File: config.mk
export PLATFORM = sky130hd
export DESIGN_NAME = mux4to1_rr_sched_flat
export DESIGN_NICKNAME = d
export VERILOG_FILES = /design/src/rtl/mux4to1_rr_sched_if.sv /design/src/rtl/mux4to1_rr_sched.sv /design/src/flat_wrapper.sv
export SDC_FILE = /design/constraint.sdc
export NUM_CORES = 1
export LEC_CHECK = 0
export ABC_CLOCK_PERIOD_IN_PS = 1500
export CORE_MARGIN = 5
export CORE_UTILIZATION = 45
export CTS_BUF_LIST = sky130_fd_sc_hd__clkbuf_16
export CTS_CLUSTER_SIZE = 25
export DETAILED_ROUTE_END_ITERATION = 8
export HOLD_SLACK_MARGIN = 0.12
export PLACE_DENSITY = 0.79
export SLEW_MARGIN = 25
export SYNTH_ARGS = -nofsm -noshare
export SYNTH_HDL_FRONTEND = slang
export SYNTH_SLANG_ARGS = --single-unit
File: constraint.sdc
create_clock -name clock -period 1.5 [get_ports clock]
set_input_delay 0.15 -clock clock [delete_from_list [all_inputs] [get_ports clock]]
set_output_delay 0.15 -clock clock [all_outputs]
set_load 0.005 [all_outputs]
File: src/rtl/mux4to1_rr_sched_if.sv
// mux4to1_rr_sched_if
//   Bundles the scheduler's request/select/grant signals.
//   req    : 4-bit level request, driven by the requesters (master side)
//   s0, s1 : mux select pair, owner index bits 0 and 1 (scheduler side)
//   grant  : one-hot grant, all zero when nobody owns the mux
//   busy   : high while an owner holds the mux
interface mux4to1_rr_sched_if;
   logic [3:0] req;
   logic       s0;
   logic       s1;
   logic [3:0] grant;
   logic       busy;

   modport master (output req, input s0, s1, grant, busy);
   modport slave  (input req, output s0, s1, grant, busy);
endinterface

File: src/rtl/mux4to1_rr_sched.sv
// mux4to1_rr_sched
//   Round-robin scheduler sharing a 4:1 mux among four requesters.
//   Drives the mux select {s1,s0} and a one-hot grant. An owner is
//   bounded to HOLD_CYCLES grant cycles while others wait. Every
//   hand-off is separated by one dead cycle.
//   clock : rising-edge clock
//   reset : synchronous, active-high
//   bus   : slave modport (req in; s0, s1, grant, busy out), all outputs registered
module mux4to1_rr_sched #(
   parameter int unsigned HOLD_CYCLES = 4,
   parameter int unsigned CNT_W       = 3
) (
   input  logic                clock,
   input  logic                reset,
   mux4to1_rr_sched_if.slave   bus
);

   typedef enum logic [1:0] {
      IDLE  = 2'd0,
      GRANT = 2'd1,
      GAP   = 2'd2
   } state_t;

   localparam logic [CNT_W-1:0] HOLD_MAX = CNT_W'(HOLD_CYCLES - 1);

   state_t           state;
   logic [1:0]       ptr;
   logic [1:0]       sel;
   logic [CNT_W-1:0] hold_cnt;
   logic [3:0]       grant_q;
   logic             busy_q;

   logic [1:0]       idx;
   logic [1:0]       win;
   logic             win_vld;
   logic             owner_req;
   logic             others;
   logic             expire;

   // Rotating priority search: first set request at or after ptr, wrapping 3->0.
   always_comb begin
      idx     = '0;
      win     = ptr;
      win_vld = 1'b0;
      for (int unsigned k = 0; k < 4; k++) begin
         idx = ptr + 2'(k);
         if (!win_vld && bus.req[idx]) begin
            win_vld = 1'b1;
            win     = idx;
         end
      end
   end

   // sel doubles as the owner index while in GRANT.
   assign owner_req = bus.req[sel];
   assign others    = |(bus.req & ~(4'b0001 << sel));
   assign expire    = (hold_cnt == HOLD_MAX);

   always_ff @(posedge clock) begin
      if (reset) begin
         state    <= IDLE;
         ptr      <= '0;
         sel      <= '0;
         hold_cnt <= '0;
         grant_q  <= '0;
         busy_q   <= 1'b0;
      end else begin
         case (state)
            IDLE, GAP: begin
               if (win_vld) begin
                  state    <= GRANT;
                  ptr      <= win + 2'd1;
                  sel      <= win;
                  grant_q  <= 4'b0001 << win;
                  busy_q   <= 1'b1;
                  hold_cnt <= '0;
               end else begin
                  state   <= IDLE;
                  grant_q <= '0;
                  busy_q  <= 1'b0;
               end
            end
            GRANT: begin
               // A drop takes priority; expiry only ends ownership if someone else waits.
               if (!owner_req || (expire && others)) begin
                  state   <= GAP;
                  grant_q <= '0;
                  busy_q  <= 1'b0;
               end else if (!expire) begin
                  hold_cnt <= hold_cnt + 1'b1;
               end
            end
            default: begin
               state   <= IDLE;
               grant_q <= '0;
               busy_q  <= 1'b0;
            end
         endcase
      end
   end

   assign bus.s0    = sel[0];
   assign bus.s1    = sel[1];
   assign bus.grant = grant_q;
   assign bus.busy  = busy_q;

endmodule

File: src/flat_wrapper.sv
// flat-port wrapper written by rule: the top's interface ports become plain ports
module mux4to1_rr_sched_flat 
#(
   parameter int unsigned HOLD_CYCLES = 4,
   parameter int unsigned CNT_W       = 3
)
  (clock, reset, bus_req, bus_s0, bus_s1, bus_grant, bus_busy);
  mux4to1_rr_sched_if bus_i ();
  input  logic clock;
  input  logic reset;
  input wire logic [$bits(bus_i.req)-1:0] bus_req;
  output wire logic [$bits(bus_i.s0)-1:0] bus_s0;
  output wire logic [$bits(bus_i.s1)-1:0] bus_s1;
  output wire logic [$bits(bus_i.grant)-1:0] bus_grant;
  output wire logic [$bits(bus_i.busy)-1:0] bus_busy;
  assign bus_i.req = bus_req;
  assign bus_s0 = bus_i.s0;
  assign bus_s1 = bus_i.s1;
  assign bus_grant = bus_i.grant;
  assign bus_busy = bus_i.busy;
  mux4to1_rr_sched #(.HOLD_CYCLES(HOLD_CYCLES), .CNT_W(CNT_W)) u_core (.clock(clock), .reset(reset), .bus(bus_i));
endmodule
==> results by group <==
Run status
  • Outcome: finished, violations left
  • Failing checks: setup timing

Synth
  • Fraction of registers with async set/reset: 0%
  • Synth Net Count: 94
  • Yosys top cell area share: a little over a third
  • Post-synthesis compound-gate area fraction: about 24%
  • Synth Area in XOR/XNOR: 0%
  • Commonest cells post-synth: 14 x dfxtp_1, 6 x ha_1, 6 x nand2_1
  • Total number of yosys warnings: 0
  • Most instantiated library cell after synthesis: dfxtp_1
  • Mux contribution to synthesized area: 4.66%
  • Synth area leaders: dfxtp_1 36%, ha_1 9.6%, a22o_1 4.5%, mux4_1 3.4%, a31o_2 3.4%
  • Largest family of logic cells by synthesized area: compound AO/OA/AOI/OAI gates
  • Post-Synthesis Cell Area: 778 sq um
  • Main synth FF type: dfxtp_1
  • Post-synthesis sequential area ratio: between 30% and 40%
  • Largest area contributor in the netlist: dfxtp_1
  • Post-synth EDFFs: 0
  • Post-synthesis simple-gate area fraction: about 22%
  • Syn avg cell area: ~9.5 sq um
  • Mapped Cells: 82
  • Post-Synth Adder-Cell Area: 9.65%
  • Distinct cells, synth: 32
  • Post-synthesis register bit count: 14

Finish
  • Post-route insts no fill: between 100 and 150
  • Area grow syn2layout: 56.4%
  • Antenna fix cells: 0
  • Nets@finish: 131
  • Multi-input logic area: roughly 530 sq um
  • Final Util: 72.1%
  • Share of cells above drive strength 1: 40.7%
  • Layout fillers: roughly 120
  • Sequential cell area: approximately 290 sq um

STA
  • Final setup TNS: -0.135 ns
  • Setup ws final: -0.0587 ns
  • Min cycle time layout: around 1.6 ns
  • RSZ-0062 raised after global routing: true
  • Final setup violation count: 3
  • Slew margin rel.: between 70% and 80%
  • Slew at the pin closest to its max-slew limit: ~0.38 ns
  • Clk_skew: approximately 0.0028 ns
  • Final hold violation count: 0
  • Fmax: around 640 MHz
  • Final period utilization: 104%
  • Max-slew violations: 0

CTS
  • Clock sinks: 14
  • H-tree depth: 1
  • CTS tree: built
  • Clk root buf: clkbuf_16
  • CTS Buf Count: 3
  • # hold bufs at CTS: 0
  • Clk_lat worst skew: between 0.2 and 0.25 ns
  • Clock Path Buffers: 2
  • CTS clk-pin slew, worst paths: approximately 0.05 ns

Detailed routing
  • Vias: a little under 800
  • Avg Vias per Cell: approximately 5.7
  • Wirelength per Cell: ~15 um
  • Initial DRT Pass Iterations: 4
  • Antenna Nets Post-Route: 0
  • Total Wirelength: just over 2000 um
  • Violation count after the first detailed-route iteration: 17
  • Residual DRC: 0

Placed design
  • GPL Wtd Cong: roughly 0.73
  • Post-Place Setup Slack: -0.509 ns
  • Placed Cells incl. Taps: 128
  • PortBufs: 12
  • DPL Wire Length: 1420 um

Floorplan
  • Io pins: 13
  • Die W: between 50 and 60 um
  • Row count: 15
  • Die Ht: slightly above 50 um
  • Die area: between 2000 and 3000 sq um
  • Initial Util: between 40% and 50%
  • Placeable Area: ~1700 sq um

Job
  • # Max-Cap Violations: 0

Global routing
  • Total GRT Usage: roughly 18%
  • First-pass GRT wire length: approximately 3500 um
  • Initial antenna violation count: 0
  • Grt ovf: 0
  • Vias in the first global route: between 700 and 800
  • Largest net degree at the start of global routing: 10

Worst setup path
  • CP max FO: 4
  • WS Path Type: reg2reg
  • Worst r2r src: u_core.ptr[0]$_SDFFE_PP0P_
  • RR Endpoint: u_core.bus.grant[0]$_SDFFE_PP0P_
  • Worst Setup End Kind: flop
  • Required @ worst endpoint: around 1.6 ns
  • Setup crit start kind: flop
  • Worst reg2reg path depth: 6
  • R2R setup slack: -0.06 ns
  • Data arrival, critical path: between 1.5 and 2 ns

Pwr
  • Pleak: between 0.5 and 0.6 nW
  • Worst vdd ir: 0.790 mV
  • PD cells: 1160 nW/um^2

Worst hold path
  • HP Start: u_core.bus.busy$_SDFFE_PP0P_
  • WHS Endpoint: u_core.bus.busy$_SDFFE_PP0P_
  • Hold crit path type: reg2reg
  • Worst Hold Depth: 1
## metrics by stage
step           hold WS (ns)  total power [W]  instance area [sq um]
4_1_cts               0.464          0.00137                   1150
2_1_floorplan         0.219         0.000658                    782
3_3_place_gp          0.439         0.000849                   1050
5_1_grt               0.490          0.00148                   1220
6_report              0.465          0.00142                   1220
3_5_place_dp          0.444         0.000860                   1050
## what timing repair did
item,in CTS,in global routing
cloned,0,0
setup endpoints to repair,14,12
setup buffers,2,1
gates resized for setup,8,17
pin swaps,6,11
## metal layers
| layer | wire, um | GRT usage (%) | share of wire [%] |
|---|---|---|---|
| met1 | 924 | 21.4 | 45 |
| met2 | 998 | 30.5 | 49 |
| met3 | 88 | 4.58 | 4.3 |
| met4 | 38 | 6.55 | 1.9 |
| met5 | 0 | 0 | 0 |
## placed cells by master (no fill, tap or decap), types with 2 or more instances in the layout
| cell | Yosys | routed |
|---|---|---|
| buf_4 | 0 | 20 |
| dfxtp_1 | 14 | 10 |
| clkdlybuf4s50_1 | 0 | 8 |
| nor2_1 | 5 | 5 |
| inv_1 | 4 | 4 |
| a21oi_1 | 4 | 4 |
| nand2_1 | 6 | 4 |
| a22o_1 | 4 | 4 |
| dfxtp_2 | 0 | 4 |
| nor2b_1 | 3 | 3 |
| o21ai_0 | 3 | 3 |
| nor3_1 | 3 | 3 |
| a31o_2 | 3 | 3 |
| ha_2 | 0 | 3 |
| clkbuf_16 | 0 | 3 |
| dlygate4sd2_1 | 0 | 3 |
| nand2b_1 | 2 | 2 |
| a211oi_1 | 3 | 2 |
| a21o_1 | 2 | 2 |
| ha_1 | 6 | 2 |
| buf_6 | 1 | 2 |
## worst max-delay path by stage
| stage | startpoint | end | cells past startpoint |
|---|---|---|---|
| finish | u_core.ptr[0]$_SDFFE_PP0P_ | u_core.bus.grant[0]$_SDFFE_PP0P_ | 6 |
| detailed placement | bus_req[2] | u_core.bus.grant[0]$_SDFFE_PP0P_ | 7 |
| CTS | u_core.sel[1]$_SDFFE_PP0P_ | u_core.bus.grant[0]$_SDFFE_PP0P_ | 4 |
| global route | u_core.ptr[0]$_SDFFE_PP0P_ | u_core.bus.grant[0]$_SDFFE_PP0P_ | 6 |
| global placement | bus_req[2] | u_core.bus.grant[2]$_SDFFE_PP0P_ | 7 |
| floorplan | u_core.ptr[0]$_SDFFE_PP0P_ | u_core.bus.grant[0]$_SDFFE_PP0P_ | 6 |
## layout make-up
type | count | share of cell area [%]
Multi-Input combinational cell | 62 | 43.8
Sequential cell | 14 | 23.4
Timing Repair Buffer | 34 | 23.3
Clock buffer | 3 | 6.17
Tap cell | 17 | 1.75
Inverter | 4 | 1.23
Clock inverter | 1 | 0.308
## where the power goes
part,total (W),leakage (nW),switching [W],internal (W)
combinational,0.000450,0.361,0.000202,0.000249
sequential,0.000467,0.116,0.0000422,0.000425
clock,0.000500,0.0385,0.000148,0.000352
total,0.00142,0.516,0.000392,0.00103
## kinds of logic after synthesis
family | count (synthesis)
muxes | 2
DFF | 14
buffers and inverters | 6
adders and majority gates | 6
and+or+nand+nor | 30
AOI/OAI and AO/OA | 24
## critical path, stage by stage (launching register included)
cell and delay, ns:
dfxtp_2 0.32, nor2b_1 0.06, o21bai_1 0.17, a211oi_2 0.35
inv_1 0.14, ha_2 0.20, a22o_1 0.20
## state kept, by name, indices dropped and copies added (netlist names)
| register | count |
|---|---|
| u_core.bus.grant | 4 |
| u_core.state | 2 |
| u_core.hold_cnt | 3 |
| u_core.sel | 2 |
| u_core.bus.busy | 1 |
| u_core.ptr | 2 |
(Power assumes the default switching activity.)
